<file path="src/rtl/rx_word_assembler.sv">
// rx_word_assembler: packs decoded 8b10b data symbols into BYTES-wide words.
// K symbols delimit frames. Completed words go into a first-word-fall-through
// FIFO. Saturating decoder-error and lost-word counters are kept alongside.
module rx_word_assembler #(
  parameter int         BYTES       = 3,
  parameter int         ASIZE       = 4,
  parameter int         CNT_WIDTH   = 8,
  parameter int         FLUSH_ON_K  = 0,
  parameter int         DROP_ON_ERR = 0,
  parameter logic [7:0] PAD         = 8'h00
) (
  input  logic                 WCLK,
  input  logic                 RESET_N,
  input  logic                 SYM_VALID,
  input  logic                 SYM_K,
  input  logic [7:0]           SYM_DATA,
  input  logic                 SYM_ERR,
  input  logic                 CLR_CNT,
  input  logic                 READ,
  output logic [BYTES*8-1:0]   DATA,
  output logic                 DATA_PARTIAL,
  output logic                 EMPTY,
  output logic                 FULL,
  output logic [ASIZE:0]       SIZE,
  output logic [CNT_WIDTH-1:0] DECODER_ERR_CNT,
  output logic [CNT_WIDTH-1:0] LOST_ERR_CNT
);

  localparam int SEL_W  = (BYTES > 1) ? $clog2(BYTES) : 1;
  localparam int WORD_W = BYTES * 8;
  localparam int DEPTH  = 1 << ASIZE;
  localparam logic [SEL_W-1:0] LAST_SEL  = SEL_W'(BYTES - 1);
  localparam logic [ASIZE:0]   DEPTH_CNT = (ASIZE + 1)'(DEPTH);

  // Assembler state
  logic [SEL_W-1:0]  byte_sel_reg;
  logic [WORD_W-1:0] word_reg;
  logic [WORD_W-1:0] store_word;
  logic [WORD_W-1:0] flush_word;
  logic              wr_req_reg;
  logic              wr_partial_reg;
  logic [WORD_W-1:0] wr_word_reg;

  // FIFO state
  logic [WORD_W:0]   mem [DEPTH];
  logic [ASIZE-1:0]  wr_ptr_reg;
  logic [ASIZE-1:0]  rd_ptr_reg;
  logic [ASIZE:0]    size_reg;
  logic [ASIZE:0]    size_next;
  logic              empty_reg;
  logic              full_reg;
  logic              wr_en;
  logic              rd_en;
  logic [WORD_W:0]   head;

  // Counters
  logic [CNT_WIDTH-1:0] dec_cnt_reg;
  logic [CNT_WIDTH-1:0] lost_cnt_reg;

  // store_word: buffer with the incoming byte merged at byte_sel.
  // flush_word: received positions kept, the rest replaced with PAD.
  // Position 0 (first received byte) lands in the MSBs.
  generate
    for (genvar gi = 0; gi < BYTES; gi++) begin : g_pos
      assign store_word[(BYTES-gi)*8-1 -: 8] =
        (byte_sel_reg == SEL_W'(gi)) ? SYM_DATA : word_reg[(BYTES-gi)*8-1 -: 8];
      assign flush_word[(BYTES-gi)*8-1 -: 8] =
        (SEL_W'(gi) < byte_sel_reg) ? word_reg[(BYTES-gi)*8-1 -: 8] : PAD;
    end
  endgenerate

  // Symbol assembly: track byte position and raise a one-cycle write request.
  always_ff @(posedge WCLK) begin
    if (!RESET_N) begin
      byte_sel_reg   <= '0;
      word_reg       <= '0;
      wr_req_reg     <= 1'b0;
      wr_partial_reg <= 1'b0;
      wr_word_reg    <= '0;
    end else begin
      wr_req_reg <= 1'b0;
      if (SYM_VALID) begin
        if (SYM_ERR && (DROP_ON_ERR != 0)) begin
          // Erroneous symbol throws away the partial word, never flushes.
          byte_sel_reg <= '0;
        end else if (SYM_K) begin
          byte_sel_reg <= '0;
          if ((FLUSH_ON_K != 0) && (byte_sel_reg != '0)) begin
            wr_req_reg     <= 1'b1;
            wr_word_reg    <= flush_word;
            wr_partial_reg <= 1'b1;
          end
        end else begin
          word_reg <= store_word;
          if (byte_sel_reg == LAST_SEL) begin
            byte_sel_reg   <= '0;
            wr_req_reg     <= 1'b1;
            wr_word_reg    <= store_word;
            wr_partial_reg <= 1'b0;
          end else begin
            byte_sel_reg <= byte_sel_reg + SEL_W'(1);
          end
        end
      end
    end
  end

  assign wr_en = wr_req_reg && !full_reg;
  assign rd_en = READ && !empty_reg;

  // Occupancy for the next cycle; write and read together cancel out.
  always_comb begin
    size_next = size_reg;
    if (wr_en && !rd_en) begin
      size_next = size_reg + (ASIZE + 1)'(1);
    end else if (rd_en && !wr_en) begin
      size_next = size_reg - (ASIZE + 1)'(1);
    end
  end

  // FIFO pointers and registered status flags.
  always_ff @(posedge WCLK) begin
    if (!RESET_N) begin
      wr_ptr_reg <= '0;
      rd_ptr_reg <= '0;
      size_reg   <= '0;
      empty_reg  <= 1'b1;
      full_reg   <= 1'b0;
    end else begin
      if (wr_en) wr_ptr_reg <= wr_ptr_reg + ASIZE'(1);
      if (rd_en) rd_ptr_reg <= rd_ptr_reg + ASIZE'(1);
      size_reg  <= size_next;
      empty_reg <= (size_next == '0);
      full_reg  <= (size_next == DEPTH_CNT);
    end
  end

  // FIFO storage: partial flag kept in the top bit of each entry.
  always_ff @(posedge WCLK) begin
    if (RESET_N && wr_en) begin
      mem[wr_ptr_reg] <= {wr_partial_reg, wr_word_reg};
    end
  end

  // Saturating counters; clear takes priority over any increment.
  always_ff @(posedge WCLK) begin
    if (!RESET_N || CLR_CNT) begin
      dec_cnt_reg  <= '0;
      lost_cnt_reg <= '0;
    end else begin
      if (SYM_VALID && SYM_ERR && (dec_cnt_reg != '1)) begin
        dec_cnt_reg <= dec_cnt_reg + CNT_WIDTH'(1);
      end
      if (wr_req_reg && full_reg && (lost_cnt_reg != '1)) begin
        lost_cnt_reg <= lost_cnt_reg + CNT_WIDTH'(1);
      end
    end
  end

  // Fall-through head; outputs forced to zero while empty.
  assign head            = mem[rd_ptr_reg];
  assign DATA            = empty_reg ? '0 : head[WORD_W-1:0];
  assign DATA_PARTIAL    = !empty_reg && head[WORD_W];
  assign EMPTY           = empty_reg;
  assign FULL            = full_reg;
  assign SIZE            = size_reg;
  assign DECODER_ERR_CNT = dec_cnt_reg;
  assign LOST_ERR_CNT    = lost_cnt_reg;

endmodule

</file>
<file path="config.mk">
export PLATFORM = sky130hd
export DESIGN_NAME = rx_word_assembler
export DESIGN_NICKNAME = d
export VERILOG_FILES = /design/src/rtl/rx_word_assembler.sv
export SDC_FILE = /design/constraint.sdc
export NUM_CORES = 1
export LEC_CHECK = 0
export CAP_MARGIN = 20
export CORE_ASPECT_RATIO = 0.5
export CORE_MARGIN = 4
export CORE_UTILIZATION = 65
export DETAILED_ROUTE_END_ITERATION = 8
export GPL_TIMING_DRIVEN = 0
export HOLD_SLACK_MARGIN = 0.1
export PLACE_DENSITY_LB_ADDON = 0.1
export SETUP_SLACK_MARGIN = 0.15
export SLEW_MARGIN = 0
export SYNTH_ARGS = -nofsm -noshare
export SYNTH_HDL_FRONTEND = slang
export SYNTH_SLANG_ARGS = --single-unit
</file>
<file path="constraint.sdc">
create_clock -name WCLK -period 4.6 [get_ports WCLK]
set_input_delay 1.38 -clock WCLK [delete_from_list [all_inputs] [get_ports WCLK]]
set_output_delay 1.38 -clock WCLK [all_outputs]
set_load 0.01 [all_outputs]
</file>
======== Word level (Yosys, flattened, before mapping) ========
Memory sizes are Yosys's and may differ from the RTL's. A register that Yosys moved wholly into a read port is not among the register bits.
Index checks and enable logic that the tools add are counted.
operators by class
  $add $sub $neg .......................... 7
  eq/ne operators ......................... 5
  mux-type cells .......................... 13
  bitwise gates (word level) .............. 3
  reductions and logical operators ........ 21
operators by type and width
  kind                                                                   count
  24-bit 2-to-1 mux                                                      1
  8-bit 2-to-1 mux                                                       3
  8-bit by 1-bit adder with 8-bit output, second input constant          2
  8-bit != test, second input constant                                   2
  5-bit 2-to-1 mux                                                       2
  1-bit logical AND                                                      9
  4-bit by 1-bit adder with 4-bit output, second input constant          2
  4-bit 2-to-1 mux                                                       2
  5-bit by 1-bit adder with 5-bit output, second input constant          1
  5-bit equality test, second input constant                             1
  1-bit logical NOT                                                      5
  5-bit logical NOT                                                      1
  5-bit by 1-bit subtractor with 5-bit output, second input constant     1
  2-bit 2-to-1 mux                                                       2
  1-bit 2-to-1 mux                                                       3
  1-bit inverter                                                         3
  3-bit AND reduction                                                    1
  3-bit OR reduction                                                     1
  2-bit by 1-bit adder with 2-bit output, second input constant          1
  2-bit by 1-bit equality test with 1-bit output, second input constant  1
  2-bit equality test, second input constant                             1
  2-bit logical NOT                                                      1
  2-bit AND reduction                                                    1
  1-bit logical AND, second input constant                               1
  1-bit logical OR                                                       1
storage, ports and cells
  register bits ........................... 82
  bits in writable memories ............... 384
  input port bits ......................... 15
  memories ................................ 1
memory list
  memory  words  width  read ports  clocked after memory_dff  write ports  line  source
  mem     16     24     1           1                         1            45    logic [WORD_W:0] mem [DEPTH];

======== Depth between registers and ports, before layout ========
Gate-level depths: netlist (run 1).
  word-level depth ........................ 7
  gate-level depth with buffers ........... 6

======== Worst setup path after synthesis (run 1) ========
Ideal clock, no wire load.
  path kind ............................... in2reg
  start point ............................. input RESET_N
  end point ............................... memory mem[0][0] (netlist bit) (enable)
  data arrival time ....................... 3138 ps
  path slack .............................. 1057 ps
  stages on the path ...................... 4
  buffers on the path ..................... 1
  path through ............................ clkbuf_1 -> inv_2 -> or3_1 -> nor2_1
on the way
  cells in the longest elaborated chain, start to end .. 3
ends and longest elaborated chain
  what                                    line  source
  from (decl)                             13    input logic RESET_N,
  1-bit logical AND                       140   if (RESET_N && wr_en) begin
  1-bit 2-to-1 mux                        140
  1-bit 2-to-1 mux (implied by the code)  141   mem[wr_ptr_reg] <= {wr_partial_reg, wr_word_reg};
  to (decl)                               45
Every way passes these cells.

==> results of run 1 <==
## synthesized netlist by cell type (all sizes together) (3+ instances only)
cell type	n
o211ai	16
and3	9
buf	22
edfxtp	384
mux2i	50
ha	9
nand3	4
a21oi	45
nand4	9
mux4	96
clkbuf	34
nand2	81
nand2b	8
xnor2	7
nor2	49
inv	6
xor2	17
or2	4
nand3b	3
dfxtp	78
o22ai	24
## through the flow
step                setup WS (ns)  TNS [ns]  area [um2]  utilization
global placement          -0.3893    -32.91       18820       0.7051
global route              0.06265         0       20440       0.7658
CTS                        0.1519         0       20370       0.7632
finish                     0.1343         0       20440       0.7658
detailed placement         0.3397         0       19150       0.7174
floorplan                   1.057         0       17780            -
## worst max-delay path, stage by stage, from the launching register on
cell and delay, ns:
dfxtp_1 0.40, clkbuf_1 0.17, clkdlybuf4s15_1 0.77, mux2i_1 0.27, o22ai_1 0.33, clkdlybuf4s50_1 0.60
## layout make-up
class / count / area share
Clock buffer: 54 / 0.05349
Buffer: 56 / 0.01707
Sequential cell: 462 / 0.6404
Tap cell: 352 / 0.02154
Clock inverter: 15 / 0.005080
Timing Repair Buffer: 70 / 0.03990
Inverter: 6 / 0.001102
Multi-Input combinational cell: 452 / 0.2214
## cell families after synthesis
group	count (synthesis)	synth area share
AO/OA/AOI/OAI	93	0.03209
XOR/XNOR	24	0.01182
adder cells (fa/ha/maj)	9	0.006333
buffers and inverters	62	0.01660
flip-flops	462	0.7363
multiplexers	146	0.1497
other	1	0.0002109
AND/OR/NAND/NOR	179	0.04693
## power groups by stage
stage | sequential [mW] | clock [mW] | combinational (mW)
global route | 4.54 | 3.39 | 1.14
detailed placement | 4.63 | 0 | 1.04
floorplan | 4.63 | 0 | 0.640
global placement | 4.63 | 0 | 1.02
finish | 4.54 | 3.19 | 1.06
CTS | 4.54 | 3.21 | 1.05
## how the worst max path moves through the flow
stage	start	to	slack (ns)	cells after the start
3_3_place_gp	RESET_N	mem[2][11]	-0.39	4
4_1_cts	flip-flop	DATA[21]	0.15	6
3_5_place_dp	flip-flop	DATA[22]	0.34	7
6_report	flip-flop	DATA[21]	0.13	5
2_1_floorplan	RESET_N	mem[0][0]	1.06	4
5_1_grt	flip-flop	DATA[21]	0.06	5
## layer usage
metal	vias up	wire, um	GRT usage
li1	4064	-	-
met1	4939	16330	0.3897
met2	537	19230	0.4306
met3	69	3824	0.05905
met4	0	887	0.07501
met5	-	0	0
==> results.py, run 1 <==
metrics = {
    "final_layout": {
        "num-nets-final": 1110,
        "finalNonFillerCells": 1467,
        "regArea_um2": 13090,
        "layout.cells.most_common": "edfxtp_1",
        "final_cell_mix": "384 x edfxtp_1, 96 x mux4_2, 81 x nand2_1, 78 x dfxtp_1, 57 x clkdlybuf4s50_1",
        "synthToLayoutAreaGrowth_pct": 14.97,
        "antenna_cells": 0,
        "largest_reg_flops": 384,
        "multi_input_area_um2": 4527,
        "fill_cells": 1496,
        "layout-drive-gt1-share": 0.1964,
    },
    "sta": {
        "max_freq_mhz": 223.9,
        "min_period_ns": 4.466,
        "hold_viol_final": 0,
        "maxSlewViolCount": 0,
        "setup_viol_count_final": 0,
        "rsz0062_at_grt": "yes",
        "holdWs_ns": 0.4576,
        "timing.final.crit_share": 0.9708,
        "slew_headroom": 0.3060,
        "tightest_slew_ns": 1.039,
        "skew_ns": 0.01796,
    },
    "logic_synthesis": {
        "synth-async-reset-ratio": 0,
        "syn_nets": 1000,
        "synth_area_leaders": "edfxtp_1 65%, mux4_2 12%, dfxtp_1 8.8%, mux2i_1 2.8%, nand2_1 1.7%",
        "synth_seq_cells": 462,
        "ys_seq_area_frac": 0.7363,
        "synthCells": 976,
        "yosysTopAreaCell": "edfxtp_1",
        "syn_area_per_cell_um2": 18.22,
        "synth.cell_area_um2": 17780,
        "synth_edf_count": 384,
        "yosysWarnings": 0,
        "synth_top_area_share": 0.6485,
        "yosysUniqueCellTypes": 45,
        "yosys_most_used_dff": "edfxtp_1",
    },
    "place": {
        "place_inst": 1398,
        "port-buffer-count": 60,
        "dpl.hpwl_um": 24570,
        "gp_congestion": 0.9008,
    },
    "clock_network": {
        "hold_buffers": 0,
        "cts_max_level": 2,
        "ctsResizeCount": 11,
        "cts_buffers": 38,
        "cts_buffer_depth": 3,
        "tritoncts": "yes",
        "postCtsSetupBuffers": 0,
        "cts_root_buf": "clkbuf_16",
        "clk_pin_slew_ns": 0.07,
        "clock-sinks": 462,
        "clock_latency_ns": 0.55,
    },
    "die": {
        "die_y_um": 125.0,
        "rows": 42,
        "start_util": 0.6661,
        "die_area_um2": 30230,
        "die-width_um": 241.9,
        "io-pin-count": 63,
        "core-area_um2": 26700,
    },
    "global_route": {
        "grt_max_degree": 25,
        "antenna_found_initial": 0,
        "grt_pass1_wl_um": 60860,
        "grt_use_total": 0.2702,
        "grt_pass1_vias": 10010,
        "gr-total-overflow": 0,
    },
    "critical_path": {
        "crit_fanout": 10,
        "r2r_slack_ns": 2.42,
        "crit_path_end_kind": "primary output",
        "crit_type": "flip-flop to primary output",
        "worstReg2RegStart": "wr_req_reg",
        "critical_path_arrival_ns": 3.09,
        "required_ns": 3.22,
        "r2r_cells": 4,
        "start_kind": "flip-flop",
        "reg2reg_to": "mem[5][10]",
    },
    "detailed_routing": {
        "drtIter0Drc": 1258,
        "ant_nets": 0,
        "drc": 0,
        "wl_per_cell_um": 27.45,
        "drtPass1Iterations": 6,
        "viasPerCell": 6.550,
        "routed-via-count": 9609,
        "wirelength_um": 40270,
    },
    "power_and_ir_drop": {
        "p_sw_mw": 2.034,
        "p_int_mw": 6.755,
        "share_seq_of_total_power": 0.517,
        "clkPwrFrac": 0.363,
        "ir_worst_vdd_v": 0.0002256,
        "p_total_mw": 8.788,
        "swShare": 0.2314,
        "p_leak_nw": 6.377,
        "powerDensity_nw_per_um2": 429.8,
        "combPwrFrac": 0.120,
    },
    "worst_hold_path": {
        "hp-start": "word_reg[16]",
        "whs_path_depth": 2,
        "min_path_type": "flip-flop to flip-flop",
        "hold_end": "word_reg[16]",
    },
    "status": {
        "status": "finished, final reports clean",
    },
    "flow_run": {
        "maxCapViolations": 0,
    },
}
Note: power is estimated with default switching activity, not from simulation.
==> inputs of run 2 (changes only) <==
--- a/config.mk
+++ b/config.mk
@@ -8,11 +8,12 @@
 export CAP_MARGIN = 20
 export CORE_ASPECT_RATIO = 0.5
 export CORE_MARGIN = 4
-export CORE_UTILIZATION = 65
+export CORE_UTILIZATION = 60
 export DETAILED_ROUTE_END_ITERATION = 8
 export GPL_TIMING_DRIVEN = 0
 export HOLD_SLACK_MARGIN = 0.1
 export PLACE_DENSITY_LB_ADDON = 0.1
+export REMOVE_ABC_BUFFERS = 1
 export SETUP_SLACK_MARGIN = 0.15
 export SLEW_MARGIN = 0
 export SYNTH_ARGS = -nofsm -noshare
==> constraint.sdc (replaced) <==
create_clock -name WCLK -period 4.2 [get_ports WCLK]
set_input_delay 1.26 -clock WCLK [delete_from_list [all_inputs] [get_ports WCLK]]
set_output_delay 1.26 -clock WCLK [all_outputs]
set_load 0.01 [all_outputs]
==> run 2 against run 1 <==
Effect of this change:
- register-to-register slack got worse by 0.46 ns
- combinational power up 10%
- utilization down 5.7 points
- cell count increased by 0.48%
- clock skew is 0.0048 ns lower
- sequential power rose by 9.5%
- power rose by 9.4%
- die area is 7.9% higher
- worst hold slack improved by 0.0028 ns
- highest routed layer unchanged
==> results.py, run 2 (synthesized netlist as in run 1, its figures left out) <==
metrics = {
    "die": {
        "start_util": 0.6117,
        "die_y_um": 129.7,
        "rows": 44,
        "core-area_um2": 29070,
        "die_area_um2": 32620,
        "io-pin-count": 63,
        "die-width_um": 251.5,
    },
    "critical_path": {
        "critical_path_arrival_ns": 2.70,
        "start_kind": "flip-flop",
        "reg2reg_to": "mem[3][6]",
        "crit_path_max_incr_delay_ns": 0.56,
        "r2r_cells": 3,
        "crit_family": "buffers and inverters",
        "crit_path_end_kind": "primary output",
        "r2r_slack_ns": 1.96,
        "worstReg2RegStart": "wr_req_reg",
        "crit_chain": "buf_12 -> buf_4 -> mux4_2 -> mux2i_1 -> o22ai_1 -> clkdlybuf4s50_1",
        "slowest_stage": "clkdlybuf4s50_1",
        "cp_num_buf_inv": 3,
        "crit_type": "flip-flop to primary output",
        "required_ns": 2.94,
        "crit_fanout": 7,
    },
    "detailed_routing": {
        "wirelength_um": 38340,
        "ant_nets": 0,
        "drtIter0Drc": 943,
        "viasPerCell": 6.249,
        "wl_per_cell_um": 26.01,
        "drc": 0,
        "routed-via-count": 9211,
        "drtPass1Iterations": 5,
    },
    "sta": {
        "min_period_ns": 3.964,
        "tightest_slew_ns": 1.010,
        "skew_ns": 0.01319,
        "slew_headroom": 0.3248,
        "holdWs_ns": 0.4604,
        "rsz0062_at_grt": "no",
        "max_freq_mhz": 252.3,
        "setup_viol_count_final": 0,
        "setup_tns_ns": 0,
        "hold_viol_final": 0,
        "timing.final.crit_share": 0.9438,
        "maxSlewViolCount": 0,
    },
    "worst_hold_path": {
        "hp-start": "word_reg[17]",
        "whs_path_depth": 2,
        "hold_end": "word_reg[17]",
        "min_path_type": "flip-flop to flip-flop",
    },
    "final_layout": {
        "fill_cells": 1818,
        "final_cell_mix": "384 x edfxtp_1, 96 x mux4_2, 81 x nand2_1, 75 x dfxtp_1, 59 x clkdlybuf4s50_1",
        "largest_reg_flops": 384,
        "antenna_cells": 0,
        "finalNonFillerCells": 1474,
        "synthToLayoutAreaGrowth_pct": 15.85,
        "multi_input_area_um2": 4517,
        "layout-drive-gt1-share": 0.2004,
        "regArea_um2": 13100,
        "final_core_util": 0.7087,
        "layout.cells.most_common": "edfxtp_1",
        "num-nets-final": 1077,
    },
    "place": {
        "place_inst": 1391,
        "gp_congestion": 0.8181,
        "port-buffer-count": 61,
        "dpl.hpwl_um": 21730,
    },
    "global_route": {
        "grt_pass1_vias": 9168,
        "grt_use_total": 0.2378,
        "grt_max_degree": 57,
        "gr-total-overflow": 0,
        "grt_pass1_wl_um": 56730,
        "antenna_found_initial": 0,
    },
    "power_and_ir_drop": {
        "p_leak_nw": 6.371,
        "powerDensity_nw_per_um2": 466.5,
        "ir_worst_vdd_v": 0.0003070,
    },
    "clock_network": {
        "tritoncts": "yes",
        "cts_buffer_depth": 3,
        "clk_pin_slew_ns": 0.07,
        "hold_buffers": 0,
        "cts_root_buf": "clkbuf_16",
        "cts_buffers": 38,
        "cts_max_level": 2,
        "clock-sinks": 462,
        "clock_latency_ns": 0.55,
    },
    "status": {
        "status": "finished, final reports clean",
    },
    "flow_run": {
        "maxCapViolations": 0,
    },
}
[run 2: cell types whose count changed in the layout (fill, tap and decap cells not counted), moves of 3 or more]
cell,delta
dfxtp_4,+3
clkbuf_4,-3
buf_2,-6
clkbuf_1,-20
clkbuf_2,-5
clkinv_1,-4
dfxtp_1,-3
buf_16,+11
clkdlybuf4s15_1,-3
clkbuf_16,+5
[run 2: worst max-delay path by stage]
stage | startpoint | cells past startpoint | end | slack [ns]
floorplan | flip-flop | 3 | DATA[22] | -2.01
global placement | flip-flop | 4 | DATA[18] | -4.58
detailed placement | RESET_N | 4 | mem[2][14] | -0.13
CTS | flip-flop | 5 | DATA[17] | 0.16
global route | flip-flop | 6 | DATA[9] | 0.14
finish | flip-flop | 6 | DATA[18] | 0.24
[run 2: final cells by class]
cell class	count	share of cell area
clock inverter	10	0.002855
inverter	6	0.001093
multi-input combinational	452	0.2193
clock buffer	60	0.05576
timing repair buffer	93	0.06116
sequential	462	0.6361
tap	391	0.02375
[run 2: repair_timing]
action                     4_1_cts  5_1_grt
setup buffers                    5        5
cloned                           0        3
setup endpoints to repair       24       18
resized for setup                0        2
[run 2: tightest hold or removal path, stage by stage (launching register included)]
cell     delay [ns]
dfxtp_1        0.31
nand2_1        0.05
a21oi_1        0.05
[run 2: where the power goes]
group	total [mW]	internal (mW)	switching (mW)
Combinational	1.17	0.609	0.558
Clock	3.47	1.90	1.58
Sequential	4.97	4.93	0.0452
[run 2: stage by stage]
stage / power, mW / worst slack, ns / instance area, um2
3_5_place_dp: 6.152 / -0.1271 / 19200
6_report: 9.611 / 0.2362 / 20600
2_1_floorplan: 5.765 / -2.014 / 17510
3_3_place_gp: 6.174 / -4.579 / 18610
5_1_grt: 9.941 / 0.1388 / 20600
4_1_cts: 9.575 / 0.1574 / 20470
[run 2: per-layer routing]
layer,global-route usage,up-vias,share of wire,wire (um)
li1,-,4006,-,-
met4,0.06289,0,0.018,687
met1,0.3622,4772,0.44,17060
met3,0.04700,56,0.075,2881
met2,0.3631,377,0.46,17720
met5,0,-,0,0
